==> config.mk <==
export PLATFORM = sky130hd
export DESIGN_NAME = alu_arbiter_flat
export DESIGN_NICKNAME = d
export VERILOG_FILES = /design/src/rtl/alu_arbiter_if.sv /design/src/rtl/alu_arbiter.sv /design/src/flat_wrapper.sv
export SDC_FILE = /design/constraint.sdc
export NUM_CORES = 1
export LEC_CHECK = 0
export ABC_CLOCK_PERIOD_IN_PS = 1350
export CAP_MARGIN = 20
export CORE_UTILIZATION = 31
export CTS_CLUSTER_SIZE = 30
export DETAILED_ROUTE_END_ITERATION = 12
export PLACE_DENSITY_LB_ADDON = 0.15
export RECOVER_POWER = 25
export SLEW_MARGIN = 20
export SYNTH_ARGS = -nofsm -noshare
export SYNTH_HDL_FRONTEND = slang
export SYNTH_SLANG_ARGS = --single-unit
==> constraint.sdc <==
create_clock -name clk -period 1.35 [get_ports clk]
set_input_delay 0.27 -clock clk [delete_from_list [all_inputs] [get_ports clk]]
set_output_delay 0.27 -clock clk [all_outputs]
set_load 0.05 [all_outputs]
==> src/rtl/alu_arbiter_if.sv <==
// Bundles the two request channels, the ALU operand/result wires and the response channel.
// ALU_ARB_LOCK_EN adds the per-port lock inputs.
interface alu_arbiter_if #(
    parameter int unsigned N = 8
);
    logic         req0_valid;
    logic         req0_ready;
    logic [N-1:0] req0_a;
    logic [N-1:0] req0_b;
    logic [1:0]   req0_ctrl;
    logic         req0_cin;
    logic         req1_valid;
    logic         req1_ready;
    logic [N-1:0] req1_a;
    logic [N-1:0] req1_b;
    logic [1:0]   req1_ctrl;
    logic         req1_cin;
`ifdef ALU_ARB_LOCK_EN
    logic         req0_lock;
    logic         req1_lock;
`endif
    logic [N-1:0] alu_a;
    logic [N-1:0] alu_b;
    logic [1:0]   alu_ctrl;
    logic         alu_cin;
    logic [N-1:0] alu_f;
    logic         alu_cout;
    logic         alu_v;
    logic         alu_z;
    logic         rsp_valid;
    logic         rsp_ready;
    logic         rsp_id;
    logic [N-1:0] rsp_f;
    logic [3:0]   rsp_flags;

    // Master: the requesters plus the ALU itself; slave: the arbiter.
    modport master (
`ifdef ALU_ARB_LOCK_EN
        output req0_lock, req1_lock,
`endif
        output req0_valid, req0_a, req0_b, req0_ctrl, req0_cin,
        output req1_valid, req1_a, req1_b, req1_ctrl, req1_cin,
        output alu_f, alu_cout, alu_v, alu_z, rsp_ready,
        input  req0_ready, req1_ready, alu_a, alu_b, alu_ctrl, alu_cin,
        input  rsp_valid, rsp_id, rsp_f, rsp_flags
    );

    modport slave (
`ifdef ALU_ARB_LOCK_EN
        input  req0_lock, req1_lock,
`endif
        input  req0_valid, req0_a, req0_b, req0_ctrl, req0_cin,
        input  req1_valid, req1_a, req1_b, req1_ctrl, req1_cin,
        input  alu_f, alu_cout, alu_v, alu_z, rsp_ready,
        output req0_ready, req1_ready, alu_a, alu_b, alu_ctrl, alu_cin,
        output rsp_valid, rsp_id, rsp_f, rsp_flags
    );
endinterface

==> src/rtl/alu_arbiter.sv <==
// Round-robin sharing of one combinational ALU between two requesters (IDLE -> EXEC -> RESP).
// Optional feature macro: ALU_ARB_LOCK_EN (sticky grant to the last locked port).
module alu_arbiter #(
    parameter int unsigned N = 8
) (
    input logic          clk,
    input logic          rst_n,
    alu_arbiter_if.slave bus
);
    typedef enum logic [1:0] {
        StIdle = 2'b00,
        StExec = 2'b01,
        StResp = 2'b10
    } state_e;

    state_e       r_state;
    state_e       w_state_d;
    logic         r_last_grant;
    logic [N-1:0] r_op_a;
    logic [N-1:0] r_op_b;
    logic [1:0]   r_op_ctrl;
    logic         r_op_cin;
    logic         r_rsp_id;
    logic [N-1:0] r_rsp_f;
    logic [3:0]   r_rsp_flags;
    logic         w_grant0;
    logic         w_grant1;
    logic         w_accept;
    logic         w_lock_hold;

`ifdef ALU_ARB_LOCK_EN
    logic r_lock;
    logic w_lock_d;

    assign w_lock_hold = r_lock & (r_last_grant ? bus.req1_valid : bus.req0_valid);
    assign w_lock_d    = w_grant1 ? bus.req1_lock : bus.req0_lock;

    always_ff @(posedge clk) begin
        if (!rst_n) begin
            r_lock <= 1'b0;
        end else if (w_accept) begin
            r_lock <= w_lock_d;
        end
    end
`else
    assign w_lock_hold = 1'b0;
`endif

    // Grants are only offered in IDLE and never while reset is asserted.
    always_comb begin
        w_grant0 = 1'b0;
        w_grant1 = 1'b0;
        if (rst_n && (r_state == StIdle)) begin
            if (w_lock_hold) begin
                w_grant0 = ~r_last_grant;
                w_grant1 = r_last_grant;
            end else if (bus.req0_valid && bus.req1_valid) begin
                w_grant0 = r_last_grant;
                w_grant1 = ~r_last_grant;
            end else begin
                w_grant0 = bus.req0_valid;
                w_grant1 = bus.req1_valid;
            end
        end
    end

    assign w_accept = w_grant0 | w_grant1;

    always_comb begin
        w_state_d = r_state;
        case (r_state)
            StIdle:  if (w_accept) w_state_d = StExec;
            StExec:  w_state_d = StResp;
            StResp:  if (bus.rsp_ready) w_state_d = StIdle;
            default: w_state_d = StIdle;
        endcase
    end

    always_ff @(posedge clk) begin
        if (!rst_n) begin
            r_state      <= StIdle;
            r_last_grant <= 1'b1;
            r_op_a       <= '0;
            r_op_b       <= '0;
            r_op_ctrl    <= 2'b00;
            r_op_cin     <= 1'b0;
            r_rsp_id     <= 1'b0;
            r_rsp_f      <= '0;
            r_rsp_flags  <= 4'b0000;
        end else begin
            r_state <= w_state_d;
            if (w_accept) begin
                r_last_grant <= w_grant1;
                r_rsp_id     <= w_grant1;
                r_op_a       <= w_grant1 ? bus.req1_a    : bus.req0_a;
                r_op_b       <= w_grant1 ? bus.req1_b    : bus.req0_b;
                r_op_ctrl    <= w_grant1 ? bus.req1_ctrl : bus.req0_ctrl;
                r_op_cin     <= w_grant1 ? bus.req1_cin  : bus.req0_cin;
            end
            if (r_state == StExec) begin
                r_rsp_f     <= bus.alu_f;
                r_rsp_flags <= {bus.alu_cout, bus.alu_v, bus.alu_z, bus.alu_f[N-1]};
            end
        end
    end

    assign bus.req0_ready = w_grant0;
    assign bus.req1_ready = w_grant1;
    assign bus.alu_a      = r_op_a;
    assign bus.alu_b      = r_op_b;
    assign bus.alu_ctrl   = r_op_ctrl;
    assign bus.alu_cin    = r_op_cin;
    assign bus.rsp_valid  = (r_state == StResp);
    assign bus.rsp_id     = r_rsp_id;
    assign bus.rsp_f      = r_rsp_f;
    assign bus.rsp_flags  = r_rsp_flags;
endmodule
==> src/flat_wrapper.sv <==
// flat-port wrapper written by rule: the top's interface ports become plain ports
module alu_arbiter_flat 
#(
    parameter int unsigned N = 8
)
  (clk, rst_n, bus_req0_valid, bus_req0_a, bus_req0_b, bus_req0_ctrl, bus_req0_cin, bus_req1_valid, bus_req1_a, bus_req1_b, bus_req1_ctrl, bus_req1_cin, bus_alu_f, bus_alu_cout, bus_alu_v, bus_alu_z, bus_rsp_ready, bus_req0_ready, bus_req1_ready, bus_alu_a, bus_alu_b, bus_alu_ctrl, bus_alu_cin, bus_rsp_valid, bus_rsp_id, bus_rsp_f, bus_rsp_flags);
  alu_arbiter_if #(.N(N)) bus_i ();
  input logic clk;
  input logic rst_n;
  input wire logic [$bits(bus_i.req0_valid)-1:0] bus_req0_valid;
  input wire logic [$bits(bus_i.req0_a)-1:0] bus_req0_a;
  input wire logic [$bits(bus_i.req0_b)-1:0] bus_req0_b;
  input wire logic [$bits(bus_i.req0_ctrl)-1:0] bus_req0_ctrl;
  input wire logic [$bits(bus_i.req0_cin)-1:0] bus_req0_cin;
  input wire logic [$bits(bus_i.req1_valid)-1:0] bus_req1_valid;
  input wire logic [$bits(bus_i.req1_a)-1:0] bus_req1_a;
  input wire logic [$bits(bus_i.req1_b)-1:0] bus_req1_b;
  input wire logic [$bits(bus_i.req1_ctrl)-1:0] bus_req1_ctrl;
  input wire logic [$bits(bus_i.req1_cin)-1:0] bus_req1_cin;
  input wire logic [$bits(bus_i.alu_f)-1:0] bus_alu_f;
  input wire logic [$bits(bus_i.alu_cout)-1:0] bus_alu_cout;
  input wire logic [$bits(bus_i.alu_v)-1:0] bus_alu_v;
  input wire logic [$bits(bus_i.alu_z)-1:0] bus_alu_z;
  input wire logic [$bits(bus_i.rsp_ready)-1:0] bus_rsp_ready;
  output wire logic [$bits(bus_i.req0_ready)-1:0] bus_req0_ready;
  output wire logic [$bits(bus_i.req1_ready)-1:0] bus_req1_ready;
  output wire logic [$bits(bus_i.alu_a)-1:0] bus_alu_a;
  output wire logic [$bits(bus_i.alu_b)-1:0] bus_alu_b;
  output wire logic [$bits(bus_i.alu_ctrl)-1:0] bus_alu_ctrl;
  output wire logic [$bits(bus_i.alu_cin)-1:0] bus_alu_cin;
  output wire logic [$bits(bus_i.rsp_valid)-1:0] bus_rsp_valid;
  output wire logic [$bits(bus_i.rsp_id)-1:0] bus_rsp_id;
  output wire logic [$bits(bus_i.rsp_f)-1:0] bus_rsp_f;
  output wire logic [$bits(bus_i.rsp_flags)-1:0] bus_rsp_flags;
  assign bus_i.req0_valid = bus_req0_valid;
  assign bus_i.req0_a = bus_req0_a;
  assign bus_i.req0_b = bus_req0_b;
  assign bus_i.req0_ctrl = bus_req0_ctrl;
  assign bus_i.req0_cin = bus_req0_cin;
  assign bus_i.req1_valid = bus_req1_valid;
  assign bus_i.req1_a = bus_req1_a;
  assign bus_i.req1_b = bus_req1_b;
  assign bus_i.req1_ctrl = bus_req1_ctrl;
  assign bus_i.req1_cin = bus_req1_cin;
  assign bus_i.alu_f = bus_alu_f;
  assign bus_i.alu_cout = bus_alu_cout;
  assign bus_i.alu_v = bus_alu_v;
  assign bus_i.alu_z = bus_alu_z;
  assign bus_i.rsp_ready = bus_rsp_ready;
  assign bus_req0_ready = bus_i.req0_ready;
  assign bus_req1_ready = bus_i.req1_ready;
  assign bus_alu_a = bus_i.alu_a;
  assign bus_alu_b = bus_i.alu_b;
  assign bus_alu_ctrl = bus_i.alu_ctrl;
  assign bus_alu_cin = bus_i.alu_cin;
  assign bus_rsp_valid = bus_i.rsp_valid;
  assign bus_rsp_id = bus_i.rsp_id;
  assign bus_rsp_f = bus_i.rsp_f;
  assign bus_rsp_flags = bus_i.rsp_flags;
  alu_arbiter #(.N(N)) u_core (.clk(clk), .rst_n(rst_n), .bus(bus_i));
endmodule
==> results of run 1 <==
power by group:
part	internal, uW	leakage, uW	total, uW	switching [uW]
clock network	515	0.0000575	882	367
registers	1090	0.000280	1170	81.0
logic	693	0.000883	1370	676
cells in the mapped netlist:
cell type	count	area share [%]
a21bo_1	1	0.63
a21boi_0	1	0.47
a21boi_4	1	1.2
a21oi_1	32	10
a311oi_1	19	10
and2_1	1	0.39
and2b_1	1	0.47
and3_1	1	0.39
buf_12	1	1.3
buf_2	4	1.3
buf_4	3	1.4
buf_6	5	3.5
clkbuf_1	2	0.47
clkbuf_2	1	0.31
clkbuf_8	2	1.7
dfxtp_1	34	42
dlygate4sd1_1	1	0.55
inv_1	2	0.47
nand2_1	22	5.2
nand2b_1	1	0.39
nand3_1	19	5.9
nor2_1	2	0.47
nor2_2	1	0.39
nor2b_1	1	0.39
nor3b_4	1	1.2
o21a_1	1	0.47
o21ai_0	12	3.8
o21ai_1	9	2.8
or2_4	1	0.55
or2b_1	1	0.47
or3b_4	1	0.70
final cells by class:
cell class | instances | area [um2] | area share, %
multi-input combinational | 129 | 878 | 27.1
timing repair buffer | 121 | 1470 | 45.5
clock buffer | 8 | 110 | 3.40
tap | 67 | 83.8 | 2.59
inverter | 2 | 7.51 | 0.232
sequential | 34 | 683 | 21.1
cell families (layout without fill, tap and decap cells):
group                  count (synthesis)  in the layout  share of synthesized area [%]
DFF                                   34             34                           42.5
AOI/OAI and AO/OA                     76             76                           29.7
and+or+nand+nor                       53             53                           16.9
buffers and inverters                 21            131                           10.9
registers in the layout (all words and copies together) (netlist names):
| register | flops |
|---|---|
| u_core.bus.rsp_flags | 4 |
| u_core.bus.rsp_id | 1 |
| u_core.bus.alu_b | 8 |
| u_core.r_state | 2 |
| u_core.bus.rsp_f | 7 |
| u_core.bus.alu_cin | 1 |
| u_core.bus.alu_ctrl | 2 |
| u_core.bus.alu_a | 8 |
| u_core.r_last_grant | 1 |
critical path, delay by kind of cell (launching register included):
kind | cells | cell delay [ns]
buffers and inverters | 1 | 0.15
flip-flops | 1 | 0.32
AND/OR/NAND/NOR | 2 | 0.57
routing by layer:
layer,vias to the layer above,share of wire [%],global-route usage [%]
met3,2,7.6,6.04
met5,-,0,0
met1,823,42,24.1
met4,0,0.056,6.41
met2,77,51,30.6
li1,895,-,-
per-stage QoR:
stage / hold WS [ns] / utilization (%) / instances
after CTS: 0.498 / 65.4 / 356
after detailed placement: 0.489 / 62.1 / 343
final: 0.456 / 66.7 / 361
after global placement: 0.480 / 62.1 / 343
after global routing: 0.487 / 66.7 / 361
after floorplan: 0.346 / - / 184
how the worst max path moves through the flow:
stage                           start                   to  slack, ns  cells past startpoint
floorplan           u_core.r_state[1]       bus_req1_ready      -0.08                      3
global placement                rst_n       bus_req1_ready      -0.45                      4
detailed placement              rst_n  u_core.bus.alu_b[4]      -0.52                      5
CTS                 u_core.r_state[1]       bus_req0_ready      -0.27                      3
global route        u_core.r_state[1]       bus_req1_ready      -0.28                      3
finish              u_core.r_state[1]       bus_req1_ready      -0.24                      3
repair_timing:
| action | 4_1_cts | 5_1_grt |
|---|---|---|
| hold buffers | 0 | 0 |
| pin swaps | 1 | 19 |
| resized for setup | 11 | 41 |
| endpoints found under the setup margin | 23 | 34 |
| gates cloned | 0 | 4 |
| setup buffers | 5 | 1 |
==> flow_metrics.env, run 1 <==
export IMPL_ir_drop_v=0.000550
export IMPL_status="finished, violations left"
export IMPL_drtIter0Drc=77
export IMPL_ctsHtreeMaxLevel=2
export IMPL_fin_crit_sh_pct=118
export IMPL_wl_um=5310
export IMPL_post_dp_hpwl_um=3520
export IMPL_die_area_um2=5460
export IMPL_grtUsageTotal_pct=19.1
export IMPL_slowest_delay_ns=0.44
export IMPL_cts_sinks=34
export IMPL_path_class="reg2out"
export IMPL_worstHoldStart="u_core.bus.rsp_f[3]"
export IMPL_fillers=367
export IMPL_r2r_end="u_core.bus.alu_a[0]"
export IMPL_worst_pin_slew_ns=0.289
export IMPL_netlist_area_um2=1600
export IMPL_pwr_density_cell_nw_per_um2=1060
export IMPL_maxCapViolCount=0
export IMPL_slew_viol_final=0
export IMPL_synth_seq_area_share_pct=42.5
export IMPL_r2r_cells=5
export IMPL_p_leak_uw=0.00122
export IMPL_hold_viol=0
export IMPL_avgSynthCellArea_um2=8.70
export IMPL_route_vias_total=1797
export IMPL_timing_fmax_mhz=628
export IMPL_endpoint_kind="output pin"
export IMPL_ys_types=31
export IMPL_start_util_pct=33.0
export IMPL_port_buffers=88
export IMPL_skew_ns=0.00685
export IMPL_fin_crit_ns=1.59
export IMPL_place_ws_ns=-0.518
export IMPL_setup_ws_ns=-0.242
export IMPL_min_to="u_core.bus.rsp_f[3]"
export IMPL_via_per_inst=4.98
export IMPL_finalPower_uw=3420
export IMPL_cp_data_arrival_time_ns=1.32
export IMPL_start_kind="flop"
export IMPL_rsz0062_at_grt="yes"
export IMPL_max_slew_margin_rel_pct=80.8
export IMPL_clk_transition_reported_paths_ns=0.07
export IMPL_pin_count=89
export IMPL_clock_latency_ns=0.29
export IMPL_r2r_start="u_core.r_state[1]"
export IMPL_core_rowCount=25
export IMPL_gp_congestion=0.754
export IMPL_core_area_um2=4850
export IMPL_final_common_cell="clkdlybuf4s50_1"
export IMPL_final_cell_mix="50 x clkdlybuf4s50_1, 32 x dfxtp_1, 31 x buf_12"
export IMPL_crit_chain="or3b_4, nor2_4, buf_12"
export IMPL_violations="negative setup slack"
export IMPL_grt_pass1_wl_um=7820
export IMPL_cts_tree="yes"
export IMPL_crit_fanout=4
export IMPL_hold_depth=2
export IMPL_stdcell_area_um2=3240
export IMPL_n_antenna_cell=0
export IMPL_syn_to_final_growth_pct=102
export IMPL_drtAntennaViolNets=0
export IMPL_yosysWarnings=0
export IMPL_antenna_found_initial=0
export IMPL_crit_required_ns=1.08
export IMPL_synthCells=184
export IMPL_drc=0
export IMPL_die_w_um=73.9
export IMPL_finalSetupViolations=22
export IMPL_setup_tns_ns=-1.96
export IMPL_wl_per_cell_um=14.7
export IMPL_yosys_register_bits=34
export IMPL_drive_gt1_share_pct=37.8
export IMPL_crit_path_top_delay_cell="or3b_4"
export IMPL_synth_nets=238
export IMPL_hold_path_class="reg2reg"
export IMPL_first_pass_iters=4
export IMPL_cts_buffers=5
export IMPL_die_y_um=73.9
export IMPL_placed_cell_area_um2=3010
export IMPL_rrSetupSlack_ns=-0.10
export IMPL_num_nets_final=347
export IMPL_cts_buffer_depth=2
export IMPL_grt_max_degree=21
export IMPL_cts_root_buf="clkbuf_8"
export IMPL_overflow=0
export IMPL_grt_pass1_vias=1669
Power figures use the tool's default switching activity.
==> run 2, diff against run 1 <==
Settings changed: ABC_CLOCK_PERIOD_IN_PS 1350 to not set.
==> results of run 2 <==
The final DEF is identical to that of run 1; final timing and power are the same.
